==> config.mk <==
export PLATFORM = sky130hd
export DESIGN_NAME = fpa_arbiter
export DESIGN_NICKNAME = d
export VERILOG_FILES = /design/src/rtl/fpa_arbiter.sv
export SDC_FILE = /design/constraint.sdc
export NUM_CORES = 1
export LEC_CHECK = 0
export BUFFER_PORTS_ARGS = -buffer_cell sky130_fd_sc_hd__buf_2
export CAP_MARGIN = 10
export CELL_PAD_IN_SITES_DETAIL_PLACEMENT = 0
export CELL_PAD_IN_SITES_GLOBAL_PLACEMENT = 2
export CORE_ASPECT_RATIO = 1.2
export CORE_MARGIN = 2
export CORE_UTILIZATION = 28
export DETAILED_ROUTE_END_ITERATION = 12
export HOLD_SLACK_MARGIN = 0.12
export PLACE_DENSITY_LB_ADDON = 0.1
export RECOVER_POWER = 50
export SLEW_MARGIN = 20
export SYNTH_ARGS = -nofsm -noshare
export SYNTH_HDL_FRONTEND = slang
export SYNTH_SLANG_ARGS = --single-unit
==> constraint.sdc <==
create_clock -name clk -period 5 [get_ports clk]
set_clock_uncertainty 0.2 [all_clocks]
set_input_delay 0.25 -clock clk [delete_from_list [all_inputs] [get_ports clk]]
set_output_delay 0.25 -clock clk [all_outputs]
set_load 0.03 [all_outputs]
==> src/rtl/fpa_arbiter.sv <==
// Round-robin arbiter sharing one floating-point adder among N_REQ requesters.
// An in-order tag FIFO routes each adder result back to the requester that issued it.
module fpa_arbiter #(
    parameter int EXP_WIDTH      = 8,
    parameter int MANTISSA_WIDTH = 23,
    parameter int N_REQ          = 4,
    parameter int MAX_INFLIGHT   = 4,
    localparam int WIDTH         = 1 + EXP_WIDTH + MANTISSA_WIDTH,
    localparam int CNT_W         = $clog2(MAX_INFLIGHT) + 1
) (
    input  logic                   clk,
    input  logic                   rst_n,
    input  logic [N_REQ-1:0]       req_valid_i,
    output logic [N_REQ-1:0]       req_ready_o,
    input  logic [N_REQ*WIDTH-1:0] req_a_i,
    input  logic [N_REQ*WIDTH-1:0] req_b_i,
    output logic                   fpa_valid_o,
    output logic [WIDTH-1:0]       fpa_a_o,
    output logic [WIDTH-1:0]       fpa_b_o,
    input  logic                   fpa_valid_i,
    input  logic [WIDTH-1:0]       fpa_result_i,
    output logic [N_REQ-1:0]       rsp_valid_o,
    output logic [WIDTH-1:0]       rsp_result_o,
    output logic [CNT_W-1:0]       inflight_o,
    output logic                   err_o
);

    localparam int TAG_W = $clog2(N_REQ);
    localparam int PTR_W = (MAX_INFLIGHT > 1) ? $clog2(MAX_INFLIGHT) : 1;

    logic [TAG_W-1:0] r_ptr;
    logic [CNT_W-1:0] r_count;
    logic [PTR_W-1:0] r_wr_ptr;
    logic [PTR_W-1:0] r_rd_ptr;
    logic [TAG_W-1:0] r_tags [MAX_INFLIGHT];
    logic             r_fpa_valid;
    logic [WIDTH-1:0] r_fpa_a;
    logic [WIDTH-1:0] r_fpa_b;
    logic [N_REQ-1:0] r_rsp_valid;
    logic [WIDTH-1:0] r_rsp_result;
    logic             r_err;

    logic             w_issue_ok;
    logic             w_hs;
    logic [N_REQ-1:0] w_grant;
    logic [TAG_W-1:0] w_grant_idx;
    logic [TAG_W-1:0] w_ptr_next;
    logic [WIDTH-1:0] w_a;
    logic [WIDTH-1:0] w_b;
    logic             w_pop;
    logic             w_err_set;
    logic [TAG_W-1:0] w_head_tag;
    logic [N_REQ-1:0] w_rsp_onehot;

    assign w_issue_ok = (r_count < CNT_W'(MAX_INFLIGHT));

    // Search ptr, ptr+1, ... and grant the first valid requester.
    always_comb begin
        // NOTE: every output of this block gets a default first, so no path leaves it unassigned and no latch is inferred.
        w_grant     = '0;
        w_grant_idx = '0;
        w_hs        = 1'b0;
        if (w_issue_ok) begin
            for (int i = 0; i < N_REQ; i++) begin
                if (!w_hs && req_valid_i[(int'(r_ptr) + i) % N_REQ]) begin
                    w_hs                                   = 1'b1;
                    w_grant_idx                            = TAG_W'((int'(r_ptr) + i) % N_REQ);
                    w_grant[(int'(r_ptr) + i) % N_REQ]     = 1'b1;
                end
            end
        end
    end

    assign w_ptr_next   = (w_grant_idx == TAG_W'(N_REQ - 1)) ? '0 : w_grant_idx + 1'b1;
    assign w_a          = req_a_i[int'(w_grant_idx) * WIDTH +: WIDTH];
    assign w_b          = req_b_i[int'(w_grant_idx) * WIDTH +: WIDTH];
    assign w_pop        = fpa_valid_i && (r_count != '0);
    assign w_err_set    = fpa_valid_i && (r_count == '0);
    assign w_head_tag   = r_tags[r_rd_ptr];
    assign w_rsp_onehot = {{(N_REQ-1){1'b0}}, 1'b1} << w_head_tag;

    // NOTE: tag storage has no reset; r_count alone decides which entries are live, so stale tags are never read.
    always_ff @(posedge clk) begin
        if (w_hs) begin
            r_tags[r_wr_ptr] <= w_grant_idx;
        end
    end

    always_ff @(posedge clk or negedge rst_n) begin
        if (!rst_n) begin
            r_ptr        <= '0;
            r_count      <= '0;
            r_wr_ptr     <= '0;
            r_rd_ptr     <= '0;
            r_fpa_valid  <= 1'b0;
            r_fpa_a      <= '0;
            r_fpa_b      <= '0;
            r_rsp_valid  <= '0;
            r_rsp_result <= '0;
            r_err        <= 1'b0;
        end else begin
            // NOTE: state is updated with non-blocking assignments so every register samples pre-edge values.
            r_fpa_valid <= w_hs;
            if (w_hs) begin
                r_fpa_a  <= w_a;
                r_fpa_b  <= w_b;
                r_ptr    <= w_ptr_next;
                r_wr_ptr <= r_wr_ptr + 1'b1;
            end
            if (w_pop) begin
                r_rsp_valid  <= w_rsp_onehot;
                r_rsp_result <= fpa_result_i;
                r_rd_ptr     <= r_rd_ptr + 1'b1;
            end else begin
                r_rsp_valid  <= '0;
            end
            if (w_err_set) begin
                r_err <= 1'b1;
            end
            case ({w_hs, w_pop})
                2'b10:   r_count <= r_count + 1'b1;
                2'b01:   r_count <= r_count - 1'b1;
                default: r_count <= r_count;
            endcase
        end
    end

    assign req_ready_o  = w_grant;
    assign fpa_valid_o  = r_fpa_valid;
    assign fpa_a_o      = r_fpa_a;
    assign fpa_b_o      = r_fpa_b;
    assign rsp_valid_o  = r_rsp_valid;
    assign rsp_result_o = r_rsp_result;
    assign inflight_o   = r_count;
    assign err_o        = r_err;

endmodule
==> summary.md <==
| Metric | Value |
|---|---|
| Vias in the first global route | `8,244` |
| Largest net degree at the start of global routing | `65` |
| First-pass GRT wire length | `45,300 microns` |
| Routed wl met2 | `15,400 microns` |
| Die area | `27,300 sq um` |
| Routed WL | `30,100 microns` |
| Hpwl dp | `20,800 microns` |
| Row cnt | `64` |
| Met3 wire len | `2080 microns` |
| TritonCTS Buffers | `17` |
| NumNets Final | `1,615` |
| Number of fill cells in the layout | `2,556` |
| Final instance count without filler cells | `1,655` |
| Die width | `151 microns` |
| Initial antenna violation count | `9` |
| TritonCTS clock tree | `built` |
| DR iter-0 viols | `322` |
| Initial cell density of the core | `28.5%` |
| Die span in y | `181 microns` |
| Post-synth ARST share | `93.3%` |
| Worst setup SP type | `register` |
| PD cells | `676 nW/um^2` |
| Peak Freq | `0.214 GHz` |
| Critical path class | `register to register` |
| Seq cells post-synth | `119` |
| Clk sinks | `119` |
| Antenna Violating Nets Remaining | `0` |
| Port bufs | `403` |
| Synth Instances | `697` |
| Synth unique cells | `39` |
| Max Slew Vio Count | `64` |
| Ports | `404` |
| Post-Synth XOR/XNOR Area | `0.721%` |
| Max-Cap Viols | `1` |
| DP Worst Slack | `974 ps` |
| Final setup fails | `0` |
| Synth Area in Compound Gates | `22.3%` |
| GRT Util Overall | `21.6%` |
| DR pass1 iterations | `4` |
| WHS Path Cells | `4` |
| Top cells by count, synth | `111 x dfrtp_1, 105 x nand2_1, 92 x a211oi_2` |
| Ys flop type | `dfrtp_1` |
| CTS Buffer Depth | `2` |
| GR Overflow Total | `0` |
| Placed cell count | `1,383` |
| Worst reg2reg setup slack | `320 ps` |
| Failing checks | `capacitance limit, slew limit` |
| Fin Setup TNS | `0 ps` |
| Clock Latency Late Sink | `420 ps` |
| Largest family of logic cells by synthesized area | `compound AO/OA/AOI/OAI gates` |
| Clk pin slew, worst setup/hold paths | `70 ps` |
| Mapped Avg Cell Area | `10.5 sq um` |
| Number of synthesized flops with an enable pin | `8` |
| Req. time, crit path | `5100 ps` |
| Fraction of the mapped netlist area in adder cells | `2.68%` |
| Htree depth | `4` |
| WL met1 | `12,000 microns` |
| Cell Area, Placed | `9510 sq um` |
| RSZ-0062 raised after global routing | `false` |
| Synthesized cell area | `7280 sq um` |
| Layout area overhead | `69.1%` |
| Max transition margin | `-19.8%` |
| Worst Tran Pin Value | `1800 ps` |
| Yosys warnings | `0` |
| Sequential-to-total area share from yosys stat | `41.4%` |
| Finished layout cell area | `12,300 sq um` |
| Synth top area cells | `dfrtp_1 38%, a211oi_2 16%, mux2i_1 8.9%` |
| DR WL/cell | `18.2 microns` |
| Hold/Removal Path Class | `input port to register` |
| Synth top area share | `38.1%` |
| Depth of the most critical reg-to-reg path | `11` |
| Final Cycle Share | `93.7%` |
| Top-count cell post-synth | `dfrtp_1` |
| Final hold vios | `0` |
| DR top layer | `met5` |
| Placeable core area | `25,500 sq um` |
| Layout cell share with drive strength beyond 1 | `34.3%` |
| RD Place Congestion | `0.775` |
| Critical path data arrival time | `4780 ps` |
| DRC viols | `0` |
| Leak | `5.56 nW` |
| Total number of vias | `7,741` |
| Root buffer cell | `clkbuf_16` |
| Post-layout min period | `4680 ps` |
| Peak supply drop | `0.455 mV` |
| Reg area | `3020 sq um` |
| Area of the multi-input gates | `3900 sq um` |
| Final worst slack | `317 ps` |
| Leading area contributor after synthesis | `dfrtp_1` |
| Crit end category | `register` |
| Vias per Instance | `4.68` |
| Total chip power | `8.33 mW` |
| Synth Area in Simple Gates | `16.5%` |
| Outcome | `finished, violations left` |
| Post-Syn Nets | `1,007` |
| Worst-path fanout max | `63` |
| Mux contribution to synthesized area | `10.8%` |
[path summary, 6_finish.rpt]
kind	start	to
setup / recovery	r_ptr[0]	fpa_b_o[22]
hold / removal	req_a_i[4]	fpa_a_o[4]
setup reg to reg	r_ptr[0]	fpa_b_o[22]
hold reg to reg	rsp_result_o[21]	rsp_result_o[21]
max in group asynchronous	rst_n	rsp_result_o[18]
min in group asynchronous	rst_n	rsp_result_o[26]
[cells by family after synthesis]
group | Yosys count
DFF | 119
adders and majority gates | 15
and+or+nand+nor | 264
muxes | 71
xor gates and xnor gates | 6
AOI/OAI and AO/OA | 152
buffers and inverters | 70
[worst max-delay path, stage by stage (launching register included)]
cell and delay (ps):
dfrtp_2 610, inv_1 220, ha_1 490, mux4_2 450, nor2b_4 220, o211ai_4 120
nand2_8 460, buf_12 320, mux2i_1 210, dlygate4sd3_1 570, a211oi_2 60, dlygate4sd3_1 570
[report_power, final]
part,total [mW],internal (mW),switching (mW)
clock network,1.26,0.770,0.487
logic,5.34,2.31,3.04
registers,1.73,1.44,0.288
total,8.33,4.52,3.81
[registers in the layout (all words and copies together) (netlist names)]
| name | flops |
|---|---|
| fpa_a_o | 32 |
| fpa_b_o | 32 |
| rsp_result_o | 32 |
| r_tags | 8 |
| rsp_valid_o | 4 |
| inflight_o | 3 |
| r_ptr | 2 |
| r_rd_ptr | 2 |
| r_wr_ptr | 2 |
| err_o | 1 |
| fpa_valid_o | 1 |
[cell type report]
| cell class | instances | area share [%] |
|---|---|---|
| Antenna cell | 7 | 0.142 |
| Multi-Input combinational cell | 508 | 31.7 |
| Timing Repair Buffer | 649 | 35.2 |
| Sequential cell | 119 | 24.5 |
| Clock inverter | 12 | 1.03 |
| Clock buffer | 20 | 3.79 |
| Inverter | 10 | 0.305 |
| Tap cell | 330 | 3.35 |
[what timing repair did]
| item | 4_1_cts | 5_1_grt |
|---|---|---|
| endpoints found under the setup margin | 0 | 37 |
| gates resized for setup | 0 | 1 |
| buffers inserted | 0 | 0 |
| endpoints found under the hold margin | 158 | 0 |
| hold buffers | 233 | 0 |
[cell usage in the layout (no fill, tap or decap), drive strengths merged, types with 2 or more instances in the layout]
master / n
a211oi: 131
a21o: 2
a21oi: 2
a221oi: 4
a22oi: 4
and2: 4
and3: 65
and3b: 2
buf: 310
bufinv: 2
clkbuf: 126
clkinv: 5
clkinvlp: 5
dfrtp: 111
diode: 7
dlygate4sd3: 233
edfxtp: 8
ha: 14
inv: 10
mux2i: 65
mux4: 6
nand2: 106
nor2: 80
nor2b: 3
nor3: 2
o211ai: 2
o21ai: 3
xnor2: 5
[metal layers]
metal / up-vias / track usage, %
met4: 4 / 6.65
li1: 3740 / -
met2: 263 / 38.3
met5: - / 0
met3: 40 / 6.01
met1: 3694 / 24.9
[per-stage QoR]
step / util, % / hold WS, ps
5_1_grt: 48.2 / 134
6_report: 48.2 / 123
4_1_cts: 48.7 / 120
2_1_floorplan: - / -246
3_5_place_dp: 37.2 / 245
3_3_place_gp: 37.2 / 236
No activity file was read; power rests on OpenSTA's default activity.
